==> config.mk <==
export PLATFORM = sky130hd
export DESIGN_NAME = control_sequencer
export DESIGN_NICKNAME = d
export VERILOG_FILES = /design/src/rtl/control_sequencer.sv
export SDC_FILE = /design/constraint.sdc
export NUM_CORES = 1
export LEC_CHECK = 0
export CAP_MARGIN = 20
export CORE_MARGIN = 5
export CORE_UTILIZATION = 36
export DETAILED_ROUTE_END_ITERATION = 8
export PLACE_DENSITY_LB_ADDON = 0.08
export SLEW_MARGIN = 10
export SYNTH_ARGS = -nofsm -noshare
export SYNTH_HDL_FRONTEND = slang
export SYNTH_SLANG_ARGS = --single-unit
==> constraint.sdc <==
create_clock -name clock -period 3.41 [get_ports clock]
set_input_delay 0.682 -clock clock [delete_from_list [all_inputs] [get_ports clock]]
set_output_delay 0.682 -clock clock [all_outputs]
set_load 0.03 [all_outputs]
==> src/rtl/control_sequencer.sv <==
`default_nettype none
// ============================================================================
//  Module   : control_sequencer
//  Purpose  : Fetch/execute sequencer. It holds the IR, the execute step and
//             the status flags, and selects the control word for the datapath.
//  Revision : 1.0
// ============================================================================
module control_sequencer #(
    parameter int CW_WIDTH  = 33,
    parameter int MAX_STEPS = 4
) (
    input  logic                clock,
    input  logic                reset,
    input  logic                mem_ready,
    input  logic [31:0]         instruction_in,
    input  logic [CW_WIDTH-1:0] execute_controlword,
    input  logic [4:0]          alu_status,
    input  logic                stall,
    output logic [31:0]         instruction,
    output logic [1:0]          state,
    output logic [4:0]          status,
    output logic [CW_WIDTH-1:0] controlword,
    output logic                mem_request,
    output logic                fault
);

    // Control word bit positions
    localparam int c_BIT_RF_WRITE    = 9;
    localparam int c_BIT_RAM_BUS_EN  = 8;
    localparam int c_BIT_RAM_WRITE   = 7;
    localparam int c_BIT_PC_BUS_EN   = 6;
    localparam int c_BIT_PC_FS_HI    = 5;
    localparam int c_BIT_PC_FS_LO    = 4;
    localparam int c_BIT_STATUS_LOAD = 2;

    localparam int                c_CNT_W   = $clog2(MAX_STEPS + 1);
    localparam logic [c_CNT_W-1:0] c_CNT_ONE = c_CNT_W'(1);
    localparam logic [c_CNT_W-1:0] c_CNT_MAX = c_CNT_W'(MAX_STEPS);

    typedef enum logic [0:0] {
        PH_FETCH   = 1'b0,
        PH_EXECUTE = 1'b1
    } phase_t;

    phase_t              r_phase;
    logic [31:0]         r_ir;
    logic [1:0]          r_state;
    logic [4:0]          r_status;
    logic [c_CNT_W-1:0]  r_step_cnt;
    logic                r_fault;

    logic [CW_WIDTH-1:0] w_fetch_cw;
    logic [CW_WIDTH-1:0] w_sel_cw;
    logic [CW_WIDTH-1:0] w_out_cw;
    logic [1:0]          w_next_state;
    logic                w_status_load;
    logic                w_step_limit;

    assign w_next_state  = execute_controlword[1:0];
    assign w_status_load = execute_controlword[c_BIT_STATUS_LOAD];
    assign w_step_limit  = (r_step_cnt >= c_CNT_MAX);

    // PC+4 is requested only in the cycle the instruction word is accepted
    always_comb begin
        w_fetch_cw                   = '0;
        w_fetch_cw[c_BIT_PC_BUS_EN]  = 1'b1;
        w_fetch_cw[c_BIT_RAM_BUS_EN] = 1'b1;
        w_fetch_cw[c_BIT_PC_FS_LO]   = mem_ready;
    end

    assign w_sel_cw = (r_phase == PH_EXECUTE) ? execute_controlword : w_fetch_cw;

    // A stalled cycle must not change architectural state anywhere downstream
    always_comb begin
        w_out_cw = w_sel_cw;
        if (stall) begin
            w_out_cw[c_BIT_RF_WRITE]    = 1'b0;
            w_out_cw[c_BIT_RAM_WRITE]   = 1'b0;
            w_out_cw[c_BIT_STATUS_LOAD] = 1'b0;
            w_out_cw[c_BIT_PC_FS_HI]    = 1'b0;
            w_out_cw[c_BIT_PC_FS_LO]    = 1'b0;
        end
    end

    always_ff @(posedge clock) begin
        if (!reset) begin
            r_phase    <= PH_FETCH;
            r_ir       <= '0;
            r_state    <= 2'b00;
            r_status   <= '0;
            r_step_cnt <= '0;
            r_fault    <= 1'b0;
        end else if (!stall) begin
            case (r_phase)
                PH_FETCH: begin
                    if (mem_ready) begin
                        r_ir       <= instruction_in;
                        r_state    <= 2'b00;
                        r_step_cnt <= c_CNT_ONE;
                        r_phase    <= PH_EXECUTE;
                    end
                end
                PH_EXECUTE: begin
                    if (w_status_load) begin
                        r_status <= alu_status;
                    end
                    if (w_next_state == 2'b00) begin
                        r_phase <= PH_FETCH;
                        r_state <= 2'b00;
                    end else if (w_step_limit) begin
                        // Runaway microprogram: abandon the instruction
                        r_fault <= 1'b1;
                        r_phase <= PH_FETCH;
                        r_state <= 2'b00;
                    end else begin
                        r_state    <= w_next_state;
                        r_step_cnt <= r_step_cnt + c_CNT_ONE;
                    end
                end
                default: begin
                    r_phase <= PH_FETCH;
                end
            endcase
        end
    end

    assign instruction = r_ir;
    assign state       = r_state;
    assign status      = r_status;
    assign controlword = w_out_cw;
    assign mem_request = (r_phase == PH_FETCH);
    assign fault       = r_fault;

endmodule
`default_nettype wire

==> summary.md <==
| Metric | Value |
|---|---|
| Status | `finished clean` |
| Sequential share of power | `42.7%` |
| TritonCTS clock tree | `built` |
| CTS H-Tree Depth | `2` |
| Setup Viol. Count Final | `0` |
| Required time of the critical path | `2730 ps` |
| Critical path class | `input pin to primary output` |
| Largest net degree at the start of global routing | `34` |
| Post-Synth XOR/XNOR Area | `0%` |
| Avg Synthesized Cell Area | `7.988 um^2` |
| P_int | `0.9427 mW` |
| Gpl congestion | `0.7426` |
| Yosys top cell area share | `45.57%` |
| # fillers | `421` |
| 1st-pass router iterations | `4` |
| Slew Limit Fails | `0` |
| I/O pin total | `148` |
| Die Width | `83.28 um` |
| Core area | `0.005172 mm^2` |
| Metal-1 WL | `2446 um` |
| Synth unique cells | `30` |
| CP max FO | `5` |
| Switching portion of total power | `26.76%` |
| Cells after Synth | `242` |
| Slew headroom | `50.41%` |
| CP startpoint kind | `input pin` |
| 1st-iter DRT viols | `67` |
| PostCTS Resize Cnt | `0` |
| Synthesized area | `0.001933 mm^2` |
| Crit. End Element | `primary output` |
| Peak Freq | `333.7 MHz` |
| Power Dens Cells | `361.8 mW/mm^2` |
| CTS sink count | `44` |
| Ant diodes | `0` |
| I/O Buffers | `147` |
| CTS Buf Count | `5` |
| Global-route wire length before repair | `9970 um` |
| Hold Buf Count CTS | `0` |
| Fin crit share | `87.87%` |
| Drt wl/cell | `13.49 um` |
| Final Routed Wirelength | `6151 um` |
| Root cell of the clock tree | `clkbuf_8` |
| Register area share after synthesis | `45.57%` |
| Fin. Hold Viols | `0` |
| GRT overflow | `0` |
| Routed Antenna Nets | `0` |
| Die Height | `83.28 um` |
| MaxCap Viol Count | `0` |
| Clock Power Share | `32.4%` |
| Mux contribution to synthesized area | `0%` |
| Post-synth top area cell | `dfxtp_1` |
| Adder-cell share of the synthesized area | `1.294%` |
| Compound-Gate Fraction of Synth Area | `14.11%` |
| Clock slew at reported path FFs | `70 ps` |
| Simple-gate portion of the synthesized area | `31.52%` |
| Clock tree buffer depth | `2` |
| Worst hold path class | `register to register` |
| Initial Utilization | `37.37%` |
| Setup TNS | `0 ps` |
| DP HPWL | `4640 um` |
| Fin area | `0.003557 mm^2` |
| Comb power frac | `24.9%` |
| Hold_ws | `456.8 ps` |
| Vias post-DR | `2080` |
| Met2 wire length | `2965 um` |
| Worst path max stage delay | `690 ps` |
| Most frequent CP cell | `clkdlybuf4s50_1` |
| Overall Global Routing Usage | `17.18%` |
| Largest family of logic cells by synthesized area | `simple AND/OR/NAND/NOR gates` |
| Initial antenna violation count | `0` |
| Peak VDD IR | `0.2529 mV` |
| Top cells by area, synth | `dfxtp_1, nand2_1, a21oi_1, and2_1, buf_6` |
| Layout Skew | `8.566 ps` |
| Least-Margin Pin Slew | `742.8 ps` |
| Final net count | `461` |
| Die ar. | `0.006936 mm^2` |
| Slowest-stage cell, CP | `clkdlybuf4s50_1` |
| Unrepaired setup endpoints after global routing | `no` |
| Yosys warns | `0` |
| Met3 WL post-DR | `704 um` |
| Syn Nets | `318` |
| Share of cells above drive strength 1 | `5.181%` |
| Period minus WS final | `2996 ps` |
| Leakage | `1.305 nW` |
| Yosys reg bits | `44` |
| Total power | `1.287 mW` |
| Post-CTS Setup Inserts | `0` |
| Via/cell ratio | `4.561` |
| Residual DRC | `0` |
| Placed cell area | `0.003408 mm^2` |
| Highest routed layer | `met4` |
| Clock latency on the worst-skew pair | `290 ps` |
| Row cnt | `26` |
| WP data arrival | `2310 ps` |
| Vias in the first global route | `2057` |
| Crit path cell chain | `clkdlybuf4s50_1 -> or2b_1 -> a21oi_1 -> clkdlybuf4s50_1` |
| Sw Pwr | `0.3445 mW` |
| Layout area overhead | `84.01%` |
==> cell usage after synthesis (all sizes together) <==
| library cell | number |
|---|---|
| nor4 | 1 |
| nand3 | 5 |
| o21bai | 1 |
| nand2 | 71 |
| o211ai | 1 |
| nor3b | 1 |
| or2b | 2 |
| inv | 4 |
| or3b | 1 |
| a2111oi | 1 |
| a31oi | 3 |
| nor2 | 4 |
| nor4bb | 2 |
| buf | 10 |
| nand3b | 1 |
| or2 | 1 |
| nor3 | 1 |
| a21oi | 41 |
| nor2b | 2 |
| ha | 2 |
| nand4b | 1 |
| o21ai | 1 |
| nand2b | 2 |
| clkinv | 1 |
| and2 | 29 |
| o21ba | 1 |
| a221oi | 1 |
| dfxtp | 44 |
| clkbuf | 7 |
==> final cells by class <==
type / instances / area [um^2] / area share, %
inverters: 5 / 18.77 / 0.5276
clock buffers: 6 / 82.58 / 2.321
repair buffers: 153 / 1541 / 43.33
clock inverters: 2 / 38.79 / 1.090
multi-input cells: 176 / 907.1 / 25.50
flip-flops and latches: 44 / 880.8 / 24.76
well taps: 70 / 87.58 / 2.462
==> per-stage QoR <==
step                util [%]  std cells  setup WS, ps
floorplan                  -        242          1331
global placement       65.89        447         434.7
detailed placement     65.89        447         418.6
CTS                    68.24        455         414.7
global route           68.77        456         294.2
finish                 68.77        456         413.5
==> registers in the layout (all words and copies together) (netlist names) <==
register,cells
fault,1
status,5
r_step_cnt,3
state,2
r_phase,1
instruction,32
==> cell families (layout without fill, tap and decap cells) <==
logic type / after synthesis / in the layout
simple gates: 124 / 124
compound gates: 50 / 50
flops: 44 / 44
buf+inv: 22 / 166
fa+ha+maj: 2 / 2
==> worst paths after layout <==
check	startpoint	to	slack, ps	cells after the start
worst max-delay path	mem_ready	controlword[4]	410	4
worst min register to register	instruction[26]	instruction[26]	460	2
worst max register to register	r_phase	instruction[14]	1580	4
worst min-delay path	instruction[26]	instruction[26]	460	2
==> critical path, delay by kind of cell <==
kind            cells  cell delay (ps)
buf+inv             2             1230
simple gates        1              260
compound gates      1              130
==> power by group through the flow <==
stage	Combinational (mW)	Sequential (mW)	Clock [mW]
4_1_cts	0.319	0.550	0.432
3_5_place_dp	0.317	0.562	0
6_report	0.320	0.550	0.417
3_3_place_gp	0.316	0.561	0
5_1_grt	0.342	0.554	0.453
2_1_floorplan	0.118	0.596	0
==> layer usage <==
layer / vias to the layer above / track usage (%)
met1: 911 / 19.87
li1: 1070 / -
met4: 0 / 3.120
met2: 95 / 29.23
met5: - / 0
met3: 4 / 8.020
==> cells in the final DEF (no fill, tap or decap), types with 2 or more instances in the layout <==
cell type | Yosys | final
clkdlybuf4s50_1 | 0 | 144
a21oi_1 | 41 | 41
ha_1 | 2 | 2
and2_1 | 29 | 29
or2b_1 | 2 | 2
a31oi_1 | 3 | 3
inv_1 | 4 | 4
nand2b_1 | 2 | 2
nor4bb_1 | 2 | 2
nor2b_1 | 2 | 2
nand2_1 | 71 | 71
dfxtp_1 | 44 | 44
nand3_1 | 5 | 5
clkbuf_8 | 0 | 6
nor2_1 | 4 | 4
buf_4 | 0 | 7
Note: power is estimated with default switching activity, not from simulation.
